===== config.mk =====
export PLATFORM = sky130hd
export DESIGN_NAME = datapath_sequencer
export DESIGN_NICKNAME = d
export VERILOG_FILES = /design/src/rtl/dpseq_pkg.sv /design/src/rtl/dpseq_decode.sv /design/src/rtl/datapath_sequencer.sv
export SDC_FILE = /design/constraint.sdc
export NUM_CORES = 1
export LEC_CHECK = 0
export CAP_MARGIN = 20
export CORE_MARGIN = 2
export CORE_UTILIZATION = 30
export CTS_CLUSTER_SIZE = 25
export DETAILED_ROUTE_END_ITERATION = 10
export GPL_TIMING_DRIVEN = 0
export PLACE_DENSITY_LB_ADDON = 0.2
export SYNTH_ARGS = -nofsm -noshare
export SYNTH_HDL_FRONTEND = slang
export SYNTH_HIERARCHICAL = 1
export SYNTH_SLANG_ARGS = --single-unit

===== constraint.sdc =====
create_clock -name CLK -period 1.9 [get_ports CLK]
set_input_delay 0.285 -clock CLK [delete_from_list [all_inputs] [get_ports CLK]]
set_output_delay 0.285 -clock CLK [all_outputs]
set_load 0.005 [all_outputs]

===== src/rtl/dpseq_pkg.sv =====
// Shared definitions for the datapath sequencer: instruction field layout,
// class encodings and FSM state type.
package dpseq_pkg;

  localparam int INSTR_W = 16;

  localparam int CLS_MSB = 15;
  localparam int CLS_LSB = 13;
  localparam int WR_MSB  = 12;
  localparam int WR_LSB  = 10;
  localparam int RDA_MSB = 9;
  localparam int RDA_LSB = 7;
  localparam int RDB_MSB = 6;
  localparam int RDB_LSB = 4;
  localparam int S_MSB   = 3;
  localparam int S_LSB   = 2;
  localparam int OPC_BIT = 1;

  localparam logic [2:0] CLS_NOP    = 3'b000;
  localparam logic [2:0] CLS_LOAD   = 3'b001;
  localparam logic [2:0] CLS_ALU    = 3'b010;
  localparam logic [2:0] CLS_OUT    = 3'b011;
  localparam logic [2:0] CLS_ALUOUT = 3'b100;

  typedef enum logic [2:0] {
    ST_IDLE,
    ST_DECODE,
    ST_EXEC,
    ST_DONE,
    ST_TRAP
  } state_e;

endpackage


===== src/rtl/dpseq_decode.sv =====
// Combinational class decoder: instruction class -> datapath enables.
// Illegal classes produce no enables and raise the illegal flag.
module dpseq_decode
  import dpseq_pkg::*;
(
  input  logic [2:0] cls,
  output logic       ie,
  output logic       we,
  output logic       oe,
  output logic       illegal
);

  always_comb begin
    ie      = 1'b0;
    we      = 1'b0;
    oe      = 1'b0;
    illegal = 1'b0;
    case (cls)
      CLS_NOP:    ;
      CLS_LOAD:   begin ie = 1'b1; we = 1'b1; end
      CLS_ALU:    we = 1'b1;
      CLS_OUT:    oe = 1'b1;
      CLS_ALUOUT: begin we = 1'b1; oe = 1'b1; end
      default:    illegal = 1'b1;
    endcase
  end

endmodule


===== src/rtl/datapath_sequencer.sv =====
// Four-cycle instruction sequencer (IDLE->DECODE->EXEC->DONE) driving the
// datapath control pins. Define DPSEQ_ILLEGAL_TRAP_EN to trap illegal classes.
module datapath_sequencer
  import dpseq_pkg::*;
(
  input  logic               CLK,
  input  logic               RST,
  input  logic [INSTR_W-1:0] instr,
  input  logic               instr_valid,
  output logic               instr_ready,
  input  logic               err_clr,
  output logic               IE,
  output logic               WE,
  output logic               OE,
  output logic [1:0]         S,
  output logic [2:0]         ADDR_WR,
  output logic [2:0]         ADDR_RDA,
  output logic [2:0]         ADDR_RDB,
  output logic               Opcode,
  output logic               done,
  output logic               busy,
  output logic               err
);

  state_e             state_q, state_d;
  logic [INSTR_W-1:0] ir_q, ir_d;
  logic               err_q, err_d;

  logic dec_ie, dec_we, dec_oe, dec_illegal;
  logic in_exec;

  dpseq_decode u_decode (
    .cls     (ir_q[CLS_MSB:CLS_LSB]),
    .ie      (dec_ie),
    .we      (dec_we),
    .oe      (dec_oe),
    .illegal (dec_illegal)
  );

  always_comb begin
    state_d = state_q;
    ir_d    = ir_q;
    err_d   = err_q;
    case (state_q)
      ST_IDLE: begin
        if (instr_valid) begin
          ir_d    = instr;
          state_d = ST_DECODE;
        end
      end
      ST_DECODE: state_d = ST_EXEC;
`ifdef DPSEQ_ILLEGAL_TRAP_EN
      ST_EXEC:   state_d = dec_illegal ? ST_TRAP : ST_DONE;
      ST_TRAP:   if (err_clr) state_d = ST_IDLE;
`else
      ST_EXEC:   state_d = ST_DONE;
`endif
      ST_DONE:   state_d = ST_IDLE;
      default:   state_d = ST_IDLE;
    endcase

`ifdef DPSEQ_ILLEGAL_TRAP_EN
    // Setting on an illegal EXEC takes priority over a simultaneous clear.
    if (state_q == ST_EXEC && dec_illegal) begin
      err_d = 1'b1;
    end else if (err_clr) begin
      err_d = 1'b0;
    end
`else
    err_d = 1'b0;
`endif
  end

  always_ff @(posedge CLK or posedge RST) begin
    if (RST) begin
      state_q <= ST_IDLE;
      ir_q    <= '0;
      err_q   <= 1'b0;
    end else begin
      state_q <= state_d;
      ir_q    <= ir_d;
      err_q   <= err_d;
    end
  end

  // Outputs depend only on registered state and IR.
  assign in_exec     = (state_q == ST_EXEC);
  assign IE          = in_exec & dec_ie;
  assign WE          = in_exec & dec_we;
  assign OE          = in_exec & dec_oe;
  assign instr_ready = (state_q == ST_IDLE);
  assign busy        = (state_q != ST_IDLE);
  assign done        = (state_q == ST_DONE);
  assign err         = err_q;

  assign S        = ir_q[S_MSB:S_LSB];
  assign ADDR_WR  = ir_q[WR_MSB:WR_LSB];
  assign ADDR_RDA = ir_q[RDA_MSB:RDA_LSB];
  assign ADDR_RDB = ir_q[RDB_MSB:RDB_LSB];
  assign Opcode   = ir_q[OPC_BIT];

  // IR bit 0 is reserved; the trap-related inputs only matter with the trap build.
  logic unused_bits;
`ifdef DPSEQ_ILLEGAL_TRAP_EN
  assign unused_bits = ir_q[0];
`else
  assign unused_bits = ^{ir_q[0], err_clr, dec_illegal};
`endif

endmodule

## Word-level counts from Yosys, hierarchy flattened

Index checks and enable logic that the tools add are counted.

- Eq/ne operators: 8
- Mux-type cells: 5
- Bitwise logic cells: 3
- Reductions and logical operators: 5

Operators by type and width:

| kind | count |
|---|---|
| $eq 3x2->1 const B | 4 |
| $pmux 3 s3 | 1 |
| $eq 3x1->1 const B | 2 |
| $and 1x1->1 | 3 |
| $eq 3x3->1 const B | 1 |
| $logic_not 3->1 | 1 |
| $mux 1 | 3 |
| $mux 3 | 1 |
| $reduce_bool 3->1 | 1 |
| $reduce_or 3->1 | 1 |
| $ne 2x2->1 const B | 1 |
| $reduce_and 2->1 | 1 |
| $reduce_or 2->1 | 1 |

- Bits in registers: 19
- Output and inout bits: 19
- Word-level logic and storage cells: 23

## Logic depth before layout (Yosys ltp)

Gate-level depths: netlist of the first run.

- Depth in word-level cells: 4
- Gate-level depth with buffers: 5
- Depth with buffers taken out: 4

## Hierarchy

Netlist of the first run, hierarchy kept.

By module, submodules not included:

| module | instances | cells an instance | area an instance (µm²) | sequential area each (µm²) |
|---|---|---|---|---|
| datapath_sequencer | 1 | 63 | 862.1 | 425.4 |
| dpseq_decode | 1 | 7 | 52.6 | 0.0 |

## Least setup slack after synthesis of the first run

No wires, ideal clock.

- Kind: reg2reg
- Start point: reg state_q[0]
- End point: reg ir_q[10]
- Arrival time: 1.260 ns
- Slack: 0.515 ns
- Stages on the path, launching flop included: 6
- Path through: dfrtp_1 inv_1 ha_1 nand2_4 buf_6 mux2_4

- Longest elaborated chain between the ends: 2

Ends and longest elaborated chain:

| what | RTL line | RTL |
|---|---|---|
| start: declaration | datapath_sequencer.sv:25 | `state_e state_q, state_d;` |
| start signal: assignment | datapath_sequencer.sv:80 | `state_q <= state_d;` |
| $logic_not 3->1 | datapath_sequencer.sv:44 | `case (state_q)` |
| $reduce_and 2->1 (no line) | - |  |
| end signal: assignment | datapath_sequencer.sv:81 | `ir_q <= ir_d;` |
| end: declaration | datapath_sequencer.sv:26 | `logic [INSTR_W-1:0] ir_q, ir_d;` |

No other way between the ends.
A chain may end at the register's enable or synchronous reset.

## Final worst setup path of the first run

- Start point: reg state_q[0]
- End point: out instr_ready

- Longest elaborated chain between the ends: 1

Ends and longest elaborated chain:

| what | RTL line | RTL |
|---|---|---|
| $logic_not 3->1 | datapath_sequencer.sv:91 | `assign instr_ready = (state_q == ST_IDLE);` |
| end: declaration | datapath_sequencer.sv:10 | `output logic instr_ready,` |

No other way between the ends.

==> results of run 1 <==
-- metrics by stage --
stage	power (mW)	utilization, %	instances	instance area, um^2
after floorplan	1.36	-	69	907
final	2.22	50.5	146	1420
after global routing	2.40	50.5	146	1420
after detailed placement	1.85	46.2	135	1300
after CTS	2.11	48.2	143	1350
after global placement	1.82	46.2	135	1300
-- registers in the layout (all words and copies together), names as in the netlist --
signal   flops
ir_q        15
state_q      2
-- cell type report --
class,count,share of cell area [%]
tap,31,2.74
buffer,13,7.16
timing repair buffer,42,28.5
sequential,17,30.1
multi-input combinational,35,28.5
clock buffer,4,1.86
inverter,4,1.06
-- cell usage in the layout, fill, tap and decap left out, drive strengths merged --
| cell type | count |
|---|---|
| a21oi | 1 |
| ha | 4 |
| o21bai | 1 |
| nor2 | 2 |
| clkdlybuf4s15 | 1 |
| dfrtp | 17 |
| o22ai | 1 |
| clkbuf | 4 |
| buf | 20 |
| inv | 4 |
| dlymetal6s2s | 1 |
| nand2b | 2 |
| dlygate4sd2 | 1 |
| nor3b | 1 |
| and2 | 3 |
| mux2 | 16 |
| xnor2 | 1 |
| nand2 | 2 |
| conb | 1 |
| clkdlybuf4s50 | 32 |
-- worst register-to-register path: stages, from the launching register on --
cell                      delay, ns
sky130_fd_sc_hd__dfrtp_1       0.45
sky130_fd_sc_hd__inv_2         0.08
sky130_fd_sc_hd__ha_4          0.19
sky130_fd_sc_hd__nand2_4       0.11
sky130_fd_sc_hd__buf_6         0.19
sky130_fd_sc_hd__mux2_4        0.31
-- power groups by stage --
| stage | logic (mW) | clock network, mW | registers (mW) |
|---|---|---|---|
| floorplan | 0.701 | 0 | 0.661 |
| global placement | 1.14 | 0 | 0.685 |
| detailed placement | 1.16 | 0 | 0.687 |
| CTS | 1.23 | 0.203 | 0.679 |
| global route | 1.45 | 0.214 | 0.733 |
| finish | 1.33 | 0.185 | 0.705 |
-- routing by layer --
layer / wire [um] / part of all wire (%)
met1: 716 / 44
met2: 783 / 48
met3: 102 / 6.3
met4: 15 / 0.93
met5: 0 / 0
-- repair_timing --
action	CTS	global route
gates resized for setup	3	10
endpoints found under the setup margin	3	3
buffers inserted	4	4
hold buffers	0	0
pin swaps	1	4
-- worst paths after layout --
path                                  from           to  slack (ns)  cells after the start
worst max-delay path            state_q[0]  instr_ready        0.08                      4
worst min-delay path                   RST     ir_q[10]        0.38                      2
worst max register to register  state_q[1]     ir_q[10]        0.46                      5
worst min register to register     ir_q[7]      ir_q[7]        0.52                      1
max in group asynchronous              RST     ir_q[15]        1.08                      2
min in group CLK                   ir_q[7]      ir_q[7]        0.52                      1
==> results by group, run 1 <==
Power and ir drop
  • Int Power: 1.59 mW
  • Switching power: 0.626 mW
  • Switching Share: ~28%
  • Max IR drop VDD: 0.642 mV
  • Pwr Density: roughly 1600 nW/um^2
  • Proportion of power drawn by combinational gates: 59.9%
  • Clock power share: under 10%
  • Static leakage: around 0.69 nW
  • Seq pwr share: 31.8%

Finish
  • Area grow syn2layout: 56.1%
  • N_diodes: 0
  • Layout cell share with drive strength beyond 1: 40.9%
  • Area used by multi-input combinational logic: 404 um^2
  • Fillers: around 270
  • Area used by sequential logic in the layout: between 400 and 500 um^2
  • Final Net Count: 140

Place
  • Post-detail-place hpwl: approximately 1.1 mm
  • GPL Wtd Cong: 0.665
  • Post-placement setup slack: 0.251 ns
  • Port bufs: 35

Hold path
  • Worst min-delay path category: in -> async

CTS
  • Number of buffers created by CTS: 3
  • Root Driver: sky130_fd_sc_hd__clkbuf_4
  • Clock insertion delay at the later pin of the skew report: 0.28 ns
  • CTS clock-pin slew for the worst setup and hold paths: ~0.090 ns
  • TritonCTS clock tree: done
  • Num Clock Sinks: 17
  • Max clock buf depth: 2
  • Number of levels the H-tree was split into: 1

Status
  • Result of the run: finished with violations
  • Failing checks: DRC

Global routing
  • Total GRT Usage: 10.2%
  • Fraction of met2 tracks used by global routing: 16.8%
  • Largest net degree at the start of global routing: 18
  • Number of global-route vias before repair: 631
  • GRT met3 Usage: 1.97%
  • Total gr overflow: 0
  • Met1 Use GR: between 10% and 20%
  • Global route hottest layer: met2
  • Initial antenna violation count: 0
  • Wire length of the first global-routing pass: 2.67 mm

Timing
  • Headroom to the max-slew limit: 57.6%
  • Achievable clock frequency: 548 MHz
  • Final hold slack: ~0.38 ns
  • Max-slew violation total from the final report: 0
  • Count of final setup violators: 0
  • Share of the clock period used by the worst path: 96.0%
  • Setup TNS Final: 0 ns
  • Shortest clock period the worst path allows after layout: approximately 1.8 ns
  • Final critical-path setup slack: roughly 0.076 ns
  • Final Hold Violating Endpoints: 0
  • Worst Clk Skew: 0.00208 ns
  • Slew at the pin closest to its max-slew limit: between 0.6 and 0.7 ns

Worst setup path
  • Crit path largest cell delay: approximately 0.49 ns
  • Crit Path Class: reg -> out
  • Gate family responsible for the most delay along the worst path: buffers and inverters
  • Buffer and inverter count on the worst path: 3
  • Crit path max fanout: 3
  • Type of element launching the critical path: flop
  • List of cells traversed by the critical path: inv_2 -> buf_4 -> ha_1 -> clkdlybuf4s50_1
  • Worst Path Required: 1.62 ns
  • Critical path's slowest cell: sky130_fd_sc_hd__clkdlybuf4s50_1
  • Type of destination of the critical path: output pin
  • Arrival time at the worst endpoint: 1.54 ns

Detailed routing
  • Detailed-route via count: 604
  • TritonRoute pass-1 iters: 6
  • Per-cell via count in the routed design: 4.14
  • Mean routed wirelength per cell: 11.1 um
  • DRC viols: 2
  • Antenna violation net count after detailed routing: 0
  • Number of design-rule violations left by the first detailed-router iteration: 3
  • Routed Wire Length: about 1.6 mm

Floorplan
  • IO Pins: 39
  • Die width: between 50 and 60 um
  • Initial cell density of the core: about a third
  • Die outline area: 3480 um^2
  • Floorplan row count: 19
  • Vertical extent of the die: 59.0 um
  • Core outline area: 2810 um^2

Synth
  • Area of the mapped netlist: about 910 um^2
  • Average instance area after synthesis: around 13 um^2
  • Yosys warning total: 6
  • Net Count, Synth: 93
  • Gate Count Post-Synth: 69

Run
  • Number of max-cap violations: 0
Note: power is estimated with default switching activity, not from simulation.
==> run 2, diff against run 1 <==
Settings changed: SKIP_CTS_REPAIR_TIMING from default to 1.
==> run 2 against run 1 <==
Effect of this change:
- the run still ends with DRC left
- sequential share of layout area increased by 1.1 points
- utilization shrank 1.6 points
- power is 5.3% lower
- first-iteration DRC count did not move
- design area decreased by 3.1%
- wire length shrank 3.4%
- via count shrank 3.6%
==> results by group, run 2 (same netlist as run 1, synthesis figures left out) <==
Status
  • Result of the run: finished with violations (unchanged)
  • Failing checks: DRC (unchanged)

Floorplan
  • Die width: 59.0 um (unchanged)
  • Initial cell density of the core: 32.3% (unchanged)
  • Core outline area: 2810 um^2 (unchanged)
  • Vertical extent of the die: 59.0 um (unchanged)
  • Floorplan row count: 19 (unchanged)
  • IO Pins: 39 (unchanged)
  • Die outline area: 3480 um^2 (unchanged)

Timing
  • Max-slew violation total from the final report: 0 (unchanged)
  • Slew at the pin closest to its max-slew limit: 0.637 ns (was 0.636 ns)
  • Worst Clk Skew: 0.00209 ns (was 0.00208 ns)
  • RSZ-0062 raised after global routing: no
  • Final critical-path setup slack: 0.103 ns (was 0.0763 ns)
  • Share of the clock period used by the worst path: 94.6% (was 96.0%)
  • Count of final setup violators: 0 (unchanged)
  • Final Hold Violating Endpoints: 0 (unchanged)
  • Achievable clock frequency: 557 MHz (was 548 MHz)
  • Headroom to the max-slew limit: 57.5% (was 57.6%)
  • Shortest clock period the worst path allows after layout: 1.80 ns (was 1.82 ns)
  • Final hold slack: 0.377 ns (about the same)

Detailed routing
  • DRC viols: 2 (unchanged)
  • Routed Wire Length: 1.56 mm (was 1.62 mm)
  • Antenna violation net count after detailed routing: 0 (unchanged)
  • Per-cell via count in the routed design: 4.16 (was 4.14)
  • TritonRoute pass-1 iters: 6 (unchanged)
  • Number of design-rule violations left by the first detailed-router iteration: 3 (unchanged)
  • Detailed-route via count: 582 (was 604)
  • Mean routed wirelength per cell: 11.2 um (was 11.1 um)

CTS
  • Root Driver: sky130_fd_sc_hd__clkbuf_4 (unchanged)
  • Num Clock Sinks: 17 (unchanged)
  • Number of buffers created by CTS: 3 (unchanged)
  • Number of levels the H-tree was split into: 1 (unchanged)
  • Max clock buf depth: 2 (unchanged)
  • Clock insertion delay at the later pin of the skew report: 0.28 ns (about the same)
  • CTS clock-pin slew for the worst setup and hold paths: 0.09 ns (about the same)
  • TritonCTS clock tree: done (unchanged)

Power and ir drop
  • Pwr Density: 1530 nW/um^2 (was 1570 nW/um^2)
  • Static leakage: 0.687 nW (was 0.686 nW)
  • Max IR drop VDD: 0.626 mV (was 0.642 mV)
  • Power consumption: 2.10 mW (was 2.22 mW)

Finish
  • Post-route non-filler standard cell count: 140 (was 146)
  • Number of flip-flops under the largest register name: 15 (unchanged)
  • Final Net Count: 134 (was 140)
  • Reg with most FFs: ir_q (unchanged)
  • N_diodes: 0 (unchanged)
  • Layout cell share with drive strength beyond 1: 39.4% (was 40.9%)
  • Registers with the most flip-flops: ir_q x15, state_q x2 (unchanged)
  • Area grow syn2layout: 51.3% (was 56.1%)
  • Leading cell types in the layout, fill and taps excluded: 31 x sky130_fd_sc_hd__clkdlybuf4s50_1, 14 x sky130_fd_sc_hd__dfrtp_1, 13 x sky130_fd_sc_hd__buf_4 (was 32 x sky130_fd_sc_hd__clkdlybuf4s50_1, 19 x sky130_fd_sc_hd__buf_4, 16 x sky130_fd_sc_hd__dfrtp_1)
  • Fillers: 275 (was 274)
  • Most common cell after layout, fill and taps aside: sky130_fd_sc_hd__clkdlybuf4s50_1 (unchanged)

Worst setup path
  • Crit Path Class: reg -> out (unchanged)
  • Startpoint of the worst register-to-register path: state_q[0] (was state_q[1])
  • Crit path largest cell delay: 0.49 ns (about the same)
  • Depth of the worst register-to-register path: 6 (was 5)
  • Worst reg-to-reg setup slack: 0.42 ns (was 0.46 ns)
  • Crit path max fanout: 3 (unchanged)
  • Type of destination of the critical path: output pin (unchanged)
  • Buffer and inverter count on the worst path: 3 (unchanged)
  • Gate family responsible for the most delay along the worst path: buffers and inverters (unchanged)
  • Worst Path Required: 1.62 ns (about the same)
  • Critical path's slowest cell: sky130_fd_sc_hd__clkdlybuf4s50_1 (unchanged)
  • Terminus of the critical flop-to-flop path: ir_q[10] (unchanged)
  • List of cells traversed by the critical path: inv_2 -> buf_4 -> ha_1 -> clkdlybuf4s50_1 (unchanged)
  • Type of element launching the critical path: flop (unchanged)
  • Arrival time at the worst endpoint: 1.51 ns (was 1.54 ns)

Global routing
  • Initial antenna violation count: 0 (unchanged)
  • Wire length of the first global-routing pass: 2.59 mm (was 2.67 mm)
  • Total gr overflow: 0 (unchanged)
  • Largest net degree at the start of global routing: 18 (unchanged)
  • Total GRT Usage: 9.90% (was 10.2%)
  • Number of global-route vias before repair: 608 (was 631)

Place
  • GPL Wtd Cong: 0.665 (unchanged)
  • Number of cells after detailed placement: 135 (unchanged)
  • Post-placement setup slack: 0.251 ns (unchanged)
  • Post-detail-place hpwl: 1.14 mm (unchanged)
  • Port bufs: 35 (unchanged)

Run
  • Number of max-cap violations: 0 (unchanged)

Hold path
  • Worst min-delay path category: in -> async (unchanged)
-- run 2: metal layers --
| layer | wire length [um] | global-route usage (%) | vias up |
|---|---|---|---|
| met5 | 0 | 0 | - |
| met4 | 15 | 5.84 | 0 |
| met3 | 97 | 1.97 | 2 |
| met2 | 743 | 15.6 | 23 |
| met1 | 707 | 12.6 | 266 |
| li1 | - | - | 291 |
-- run 2: how the worst max path moves through the flow --
stage	from	end	slack [ns]	cells after the start
after CTS	ir_q[14]	WE	-0.09	4
after floorplan	state_q[0]	ir_q[10]	0.52	5
after global placement	ir_q[14]	WE	0.27	4
final	state_q[0]	instr_ready	0.10	4
after detailed placement	ir_q[14]	WE	0.25	4
after global routing	state_q[0]	instr_ready	0.04	4
-- run 2: stage by stage --
step                      setup TNS (ns)  area (um^2)  utilization, %
after global routing                   0         1370            48.9
after floorplan                        0          907               -
after detailed placement               0         1300            46.2
after global placement                 0         1300            46.2
final                                  0         1370            48.9
after CTS                         -0.170         1320            47.1
-- run 2: final cells by class --
class                      count  area, um^2  area share, %
inverter                       4        15.0           1.09
sequential                    17         429           31.3
buffer                        13         101           7.38
clock buffer                   4        26.3           1.91
timing repair buffer          36         368           26.8
tap                           31        38.8           2.83
multi-input combinational     35         394           28.7
-- run 2: where the power goes --
part | internal, mW | switching (mW)
combinational | 0.870 | 0.338
sequential | 0.557 | 0.150
clock | 0.0814 | 0.104
